`config.mk`:
```
export PLATFORM = sky130hd
export DESIGN_NAME = down_counter_timer
export DESIGN_NICKNAME = d
export VERILOG_FILES = /design/src/rtl/down_counter_timer_pkg.sv /design/src/rtl/down_counter_timer.sv
export SDC_FILE = /design/constraint.sdc
export NUM_CORES = 1
export LEC_CHECK = 0
export ABC_AREA = 1
export CAP_MARGIN = 20
export CORE_AREA = 2 2 39 41
export CTS_BUF_LIST = sky130_fd_sc_hd__clkbuf_8
export DETAILED_ROUTE_END_ITERATION = 10
export DIE_AREA = 0 0 41 43
export SYNTH_ARGS = -nofsm -noshare
export SYNTH_HDL_FRONTEND = slang
export SYNTH_SLANG_ARGS = --single-unit
export TNS_END_PERCENT = 100
```
`constraint.sdc`:
```
create_clock -name clk -period 1.7 [get_ports clk]
set_clock_uncertainty 0.2 [all_clocks]
set_input_delay 0.34 -clock clk [delete_from_list [all_inputs] [get_ports clk]]
set_output_delay 0.34 -clock clk [all_outputs]
set_load 0.01 [all_outputs]
```
`src/rtl/down_counter_timer_pkg.sv`:
```
// Shared types and constants for the loadable down-counting timer.
package down_counter_timer_pkg;

  localparam int DCT_DEFAULT_WIDTH = 3;

  typedef enum logic {
    ST_IDLE = 1'b0,
    ST_RUN  = 1'b1
  } dct_state_e;

endpackage

```
`src/rtl/down_counter_timer.sv`:
```
// Loadable down-counting timer with valid/ready start and single-cycle done pulse.
// Define DOWN_COUNTER_TIMER_RELOAD_EN for periodic (auto-reload) operation.
module down_counter_timer
  import down_counter_timer_pkg::*;
#(
  parameter int WIDTH = DCT_DEFAULT_WIDTH
) (
  input  logic             clk,
  input  logic             rst_n,
  input  logic             start_valid,
  output logic             start_ready,
  input  logic [WIDTH-1:0] load_value,
  input  logic             en,
  input  logic             abort,
  output logic [WIDTH-1:0] count,
  output logic             busy,
  output logic             done
);

  dct_state_e       r_state;
  dct_state_e       w_state_nxt;
  logic [WIDTH-1:0] r_count;
  logic [WIDTH-1:0] w_count_nxt;
  logic             r_done;
  logic             w_done_nxt;
  logic             w_start_ready;
`ifdef DOWN_COUNTER_TIMER_RELOAD_EN
  logic [WIDTH-1:0] r_reload_q;
  logic [WIDTH-1:0] w_reload_nxt;
`endif

  // abort in IDLE blocks acceptance without otherwise touching state
  assign w_start_ready = (r_state == ST_IDLE) && !abort;

  always_ff @(posedge clk or negedge rst_n) begin
    if (!rst_n) begin
      r_state <= ST_IDLE;
      r_count <= '0;
      r_done  <= 1'b0;
`ifdef DOWN_COUNTER_TIMER_RELOAD_EN
      r_reload_q <= '0;
`endif
    end else begin
      r_state <= w_state_nxt;
      r_count <= w_count_nxt;
      r_done  <= w_done_nxt;
`ifdef DOWN_COUNTER_TIMER_RELOAD_EN
      r_reload_q <= w_reload_nxt;
`endif
    end
  end

  always_comb begin
    w_state_nxt = r_state;
    w_count_nxt = r_count;
    w_done_nxt  = 1'b0;
`ifdef DOWN_COUNTER_TIMER_RELOAD_EN
    w_reload_nxt = r_reload_q;
`endif
    case (r_state)
      ST_IDLE: begin
        if (start_valid && w_start_ready) begin
          w_state_nxt = ST_RUN;
          w_count_nxt = load_value;
`ifdef DOWN_COUNTER_TIMER_RELOAD_EN
          w_reload_nxt = load_value;
`endif
        end
      end
      ST_RUN: begin
        // abort takes priority over a terminal count on the same edge
        if (abort) begin
          w_state_nxt = ST_IDLE;
          w_count_nxt = '0;
        end else if (en) begin
          if (r_count == '0) begin
            w_done_nxt = 1'b1;
`ifdef DOWN_COUNTER_TIMER_RELOAD_EN
            w_count_nxt = r_reload_q;
`else
            w_state_nxt = ST_IDLE;
`endif
          end else begin
            w_count_nxt = r_count - WIDTH'(1);
          end
        end
      end
      default: begin
        w_state_nxt = ST_IDLE;
        w_count_nxt = '0;
      end
    endcase
  end

  assign start_ready = w_start_ready;
  assign count       = r_count;
  assign busy        = (r_state == ST_RUN);
  assign done        = r_done;

endmodule

```
==> results.md, run 1 <==
- Pin count of the biggest net entering global routing: 6
- Multi-input gate area: 139 sq um
- Cell with the most instances after synthesis: nand2_1
- VDD IR-drop max: 0.478 mV
- Fin crit period: 1.60 ns
- Initial core utilization: 20.7%
- Worst r2r src: count[0]
- Bufs and invs on worst path: 1
- Detailed placement HPWL: 537 um
- DP Area: 452 sq um
- Die ar.: 1760 sq um
- Crit path kind: reg2out
- Core area: 1380 sq um
- Data required, critical path: 1.16 ns
- Fin area: 505 sq um
- Final wirelength: 669 um
- Antenna violations before repair: 0
- Seq/Total Area, Yosys: 43.7%
- Die height: 43 um
- Synth cell types: 9
- Worst-Skew Late Latency: 0.22 ns
- First-pass GRT wire length: 1140 um
- Clk buf depth: 2
- Main synth FF type: dfrtp_1
- Max incr delay on CP: 0.53 ns
- Reg2Reg Setup Slack: 0.18 ns
- Mapped Cells: 39
- Nets: 70
- CP max FO: 1
- Drt pass-1 iters: 2
- FF+latch area: 125 sq um
- Depth of the worst register-to-register path: 10
- CTS buffer count: 3
- Htree depth: 1
- LEAKAGE: 0.000299 uW
- Non-Filler Instances: 75
- Ant. Diodes: 0
- Fillers: 152
- Top cells by count, synth: nand2_1, inv_1, dfrtp_1, nand3_1, o21ai_0
- Worst setup SP type: flop
- Vias: 293
- Syn avg cell area: 7.35 sq um
- Placed Cells: 70
- Area share of the largest cell type after synthesis: 43.7%
- Number of global-route vias before repair: 298
- Slew headroom: 85.2%
- Ys async rst share: 100%
- Synth Cell Area: 287 sq um
- Max-cap violations: 0
- Max frequency: 625 MHz
- Hold crit path type: in2async
- Antenna Violating Nets Remaining: 0
- Crit share post-route: 94.1%
- DRC violations left: 0
- # setup viols final: 0
- Synth-to-Final Area Change: 76.4%
- Number of DRC markers in iteration 0: 3
- Wire length per cell: 8.92 um
- Synth Warn #: 0
- RSZ-0062 raised after global routing: false
- Post-synth top area cell: dfrtp_1
- Congestion Overflow GR: 0
- I/O pin cnt: 14
- Vias/cell: 3.91
- Horiz. Die Dim: 41 um
- GRT Total Usage: 10.1%
- Clock tree from TritonCTS: done
- Final slew viol count: 0
- Clk slew on worst S/H paths: 0.04 ns
- Num rows: 14
- # clock sinks: 5
- Synthesized net count: 49
- CP Data Arrival Time: 1.06 ns
- Outcome: finished, final reports clean
- Layout cells sized above 1: 16.9%
- GP Congestion: 0.659
- Port bufs: 13
- Critical path cell sequence: clkdlybuf4s50_1
- Worst Max-Slew Pin Slew: 0.222 ns
- Fin. Hold Viols: 0
- Largest cells by area after synthesis: dfrtp_1, nand2_1, ha_1, inv_1, nand3_1
- Critical-path top delay cell: clkdlybuf4s50_1
- CP top delay family: buffers and inverters
- FF-to-FF End: count[2]
- Power per cell area: 1270 nW/um^2
- Flops & latches, synth: 5
- Root Buffer: clkbuf_8
- Critical Path Sink Type: output pin
- Number of synthesized flops with an enable pin: 0
worst max-delay path by stage:
stage / to / start / cells past startpoint
floorplan: count[0] / count[0] / 9
global placement: start_ready / abort / 3
detailed placement: start_ready / abort / 3
CTS: count[0] / count[0] / 1
global route: count[1] / count[0] / 9
finish: done / done / 1
metal layers:
metal | vias to the layer above | global-route usage, % | wire length (um)
met1 | 127 | 11.5 | 284
met5 | - | 0 | 0
met2 | 7 | 14.7 | 342
met4 | 0 | 8.00 | 0
li1 | 159 | - | -
met3 | 0 | 3.14 | 42
cells by family after synthesis:
kind of cell	count (synthesis)	synth area share [%]
adder cells (fa/ha/maj)	2	8.73
AND/OR/NAND/NOR	23	34.5
AO/OA/AOI/OAI	3	5.24
flip-flops	5	43.7
buffers and inverters	6	7.86
registers in the layout, summed over array words and instances (netlist names):
name	cells
busy	1
done	1
count	3
power breakdown:
group          internal, uW  switching (uW)  total [uW]
combinational           130             122         252
clock                   155            58.5         213
sequential              154            25.0         179
area by class of cell:
class	instances	area share (%)
repair buffers	16	30.4
multi-input cells	28	27.5
flip-flops and latches	5	24.8
clock buffers	3	8.17
inverters	6	4.46
well taps	16	3.96
clock inverters	1	0.743
cell usage in the layout (no fill, tap or decap), drive strengths merged:
| cell | netlist | routed |
|---|---|---|
| dfrtp | 5 | 5 |
| nand2 | 17 | 17 |
| dlygate4sd2 | 0 | 1 |
| clkdlybuf4s50 | 0 | 8 |
| nor2 | 2 | 2 |
| dlymetal6s2s | 0 | 3 |
| ha | 2 | 2 |
| buf | 0 | 3 |
| clkbuf | 0 | 4 |
| inv | 6 | 7 |
| o21ai | 3 | 3 |
| nand3 | 4 | 4 |
timing repair:
item,4_1_cts,5_1_grt
cloned,0,0
buffers inserted,1,0
endpoints found under the setup margin,2,4
hold buffers,0,0
pin swaps,0,0
resized for setup,3,4
per-stage QoR:
stage          util, %  TNS (ns)  hold WS [ns]  worst slack [ns]  power (uW)
2_1_floorplan        -         0        -0.156             0.223         309
3_3_place_gp      32.6    -0.251         0.331            -0.251         435
3_5_place_dp      32.6    -0.273         0.335            -0.273         447
4_1_cts           36.3         0         0.145            0.0121         668
5_1_grt           36.5         0         0.147            0.0382         708
6_report          36.5         0         0.138             0.101         644
Power figures use the tool's default switching activity.
==> run 2, diff against run 1 <==
SLEW_MARGIN = 20   (was not set)
==> results of run 2 <==
Final layout, timing and power as in run 1 (identical DEF).
==> run 3, diff against run 2 <==
CORE_AREA = 5 5 42 44   (was 2 2 39 41)
CTS_CLUSTER_SIZE = 20   (was not set)
DIE_AREA = 0 0 47 49   (was 0 0 41 43)
clock period = 1.9 ns   (was 1.7 ns; I/O delays follow)
==> results.md, run 3 (same netlist as run 1, synthesis figures left out) <==
- Core area: 1400 sq um
- Critical Path Sink Type: output pin
- Critical path cell sequence: clkdlybuf4s50_1
- DRC violations left: 0
- Layout cells sized above 1: 12.3%
- Drt pass-1 iters: 2
- Setup TNS: 0 ns
- Fin. Hold Viols: 0
- Max reg flops: 3
- GP Congestion: 0.706
- Clk slew on worst S/H paths: 0.03 ns
- Crit share post-route: 94.4%
- Detailed placement HPWL: 572 um
- Critical-path top delay cell: clkdlybuf4s50_1
- Horiz. Die Dim: 47 um
- Nets: 68
- LEAKAGE: 0.000250 uW
- First-pass GRT wire length: 1180 um
- Crit path kind: reg2out
- Max-cap violations: 0
- Number of global-route vias before repair: 280
- Worst setup SP type: flop
- Root Buffer: clkbuf_8
- Slew headroom: 84.9%
- Fin crit period: 1.79 ns
- VDD IR-drop max: 0.434 mV
- Antenna Violating Nets Remaining: 0
- Ant. Diodes: 0
- Post-CTS Hold Buffers: 0
- Most frequent cells in the layout: nand2_1, clkdlybuf4s50_1, inv_1
- Max frequency: 557 MHz
- Worst-Skew Late Latency: 0.22 ns
- Vias: 283
- Worst Max-Slew Pin Slew: 0.225 ns
- RSZ-0062 raised after global routing: false
- Setup WS pre-CTS: -0.144 ns
- Final worst setup slack: 0.106 ns
- CP max FO: 6
- Congestion Overflow GR: 0
- Final wirelength: 679 um
- Final slew viol count: 0
- Power per cell area: 1170 nW/um^2
- Outcome: finished, final reports clean
- Metal2 WL: 327 um
- Number of DRC markers in iteration 0: 4
- CP Data Arrival Time: 1.21 ns
- Htree depth: 1
- CTS buffer count: 3
- Pin count of the biggest net entering global routing: 7
- Initial core utilization: 20.4%
- CP top delay family: buffers and inverters
- Most common cell after layout, fill and taps aside: nand2_1
- Clock tree from TritonCTS: done
- Port bufs: 13
- Die ar.: 2300 sq um
- Synth-to-Final Area Change: 70.3%
- Die height: 49 um
- GRT Total Usage: 7.08%
- Hold crit path type: in2async
- # clock sinks: 5
- DR top layer: met3
- Vias/cell: 3.88
- Antenna violations before repair: 0
- Max incr delay on CP: 0.57 ns
- Num rows: 14
- Wire length per cell: 9.30 um
- Metal-1 WL: 300 um
- Buffer count from post-CTS setup fixing: 0
- Met3 wire len: 51 um
- # setup viols final: 0
- Bufs and invs on worst path: 1
- Data required, critical path: 1.32 ns
- Tot Pwr: 572 uW
- Clk buf depth: 2
- I/O pin cnt: 14
## run 3: cell count changes in the layout (fill, tap and decap cells not counted), sizes merged
cell,delta
buf,-2
clkbuf,-1
clkdlybuf4s50,+4
dlymetal6s2s,-3
## run 3: cell type report
type | count | area [sq um]
clock inverters | 1 | 3.75
multi-input cells | 28 | 139
flip-flops and latches | 5 | 125
fillers | 160 | 913
clock buffers | 3 | 41.3
repair buffers | 14 | 136
inverters | 6 | 22.5
well taps | 16 | 20.0
## run 3: per-stage QoR
step	instances	cell area [sq um]	util [%]	hold slack, ns
after floorplan	39	287	-	-0.116
after global placement	69	444	31.7	0.331
after detailed placement	69	444	31.7	0.342
after CTS	73	488	34.8	0.189
after global routing	73	488	34.8	0.200
final	73	488	34.8	0.185
## run 3: timing repair
action | 4_1_cts | 5_1_grt
resized for setup | 1 | 0
endpoints found under the setup margin | 1 | 0
hold endpoints to repair | 0 | 0
## run 3: worst paths after layout
path                          start        to  slack (ns)  cells past startpoint
min                           rst_n  count[0]        0.19                      1
min in group clk           count[1]  count[1]        0.35                      2
max in group asynchronous     rst_n      done        1.13                      1
max reg2reg                count[0]  count[2]        0.36                     10
min reg2reg                count[1]  count[1]        0.35                      2
max                            busy      busy        0.11                      1
## run 3: report_power, final
group | switching, uW | total [uW] | leakage, uW | internal (uW)
combinational | 103 | 218 | 0.000159 | 115
clock | 48.5 | 187 | 0.0000269 | 138
sequential | 29.6 | 167 | 0.0000643 | 138
total | 181 | 572 | 0.000250 | 391
## run 3: per-layer routing
| metal | global-route usage (%) | vias up |
|---|---|---|
| met4 | 4.15 | 0 |
| li1 | - | 155 |
| met2 | 10.6 | 6 |
| met1 | 8.48 | 122 |
| met5 | 0 | - |
| met3 | 2.21 | 0 |
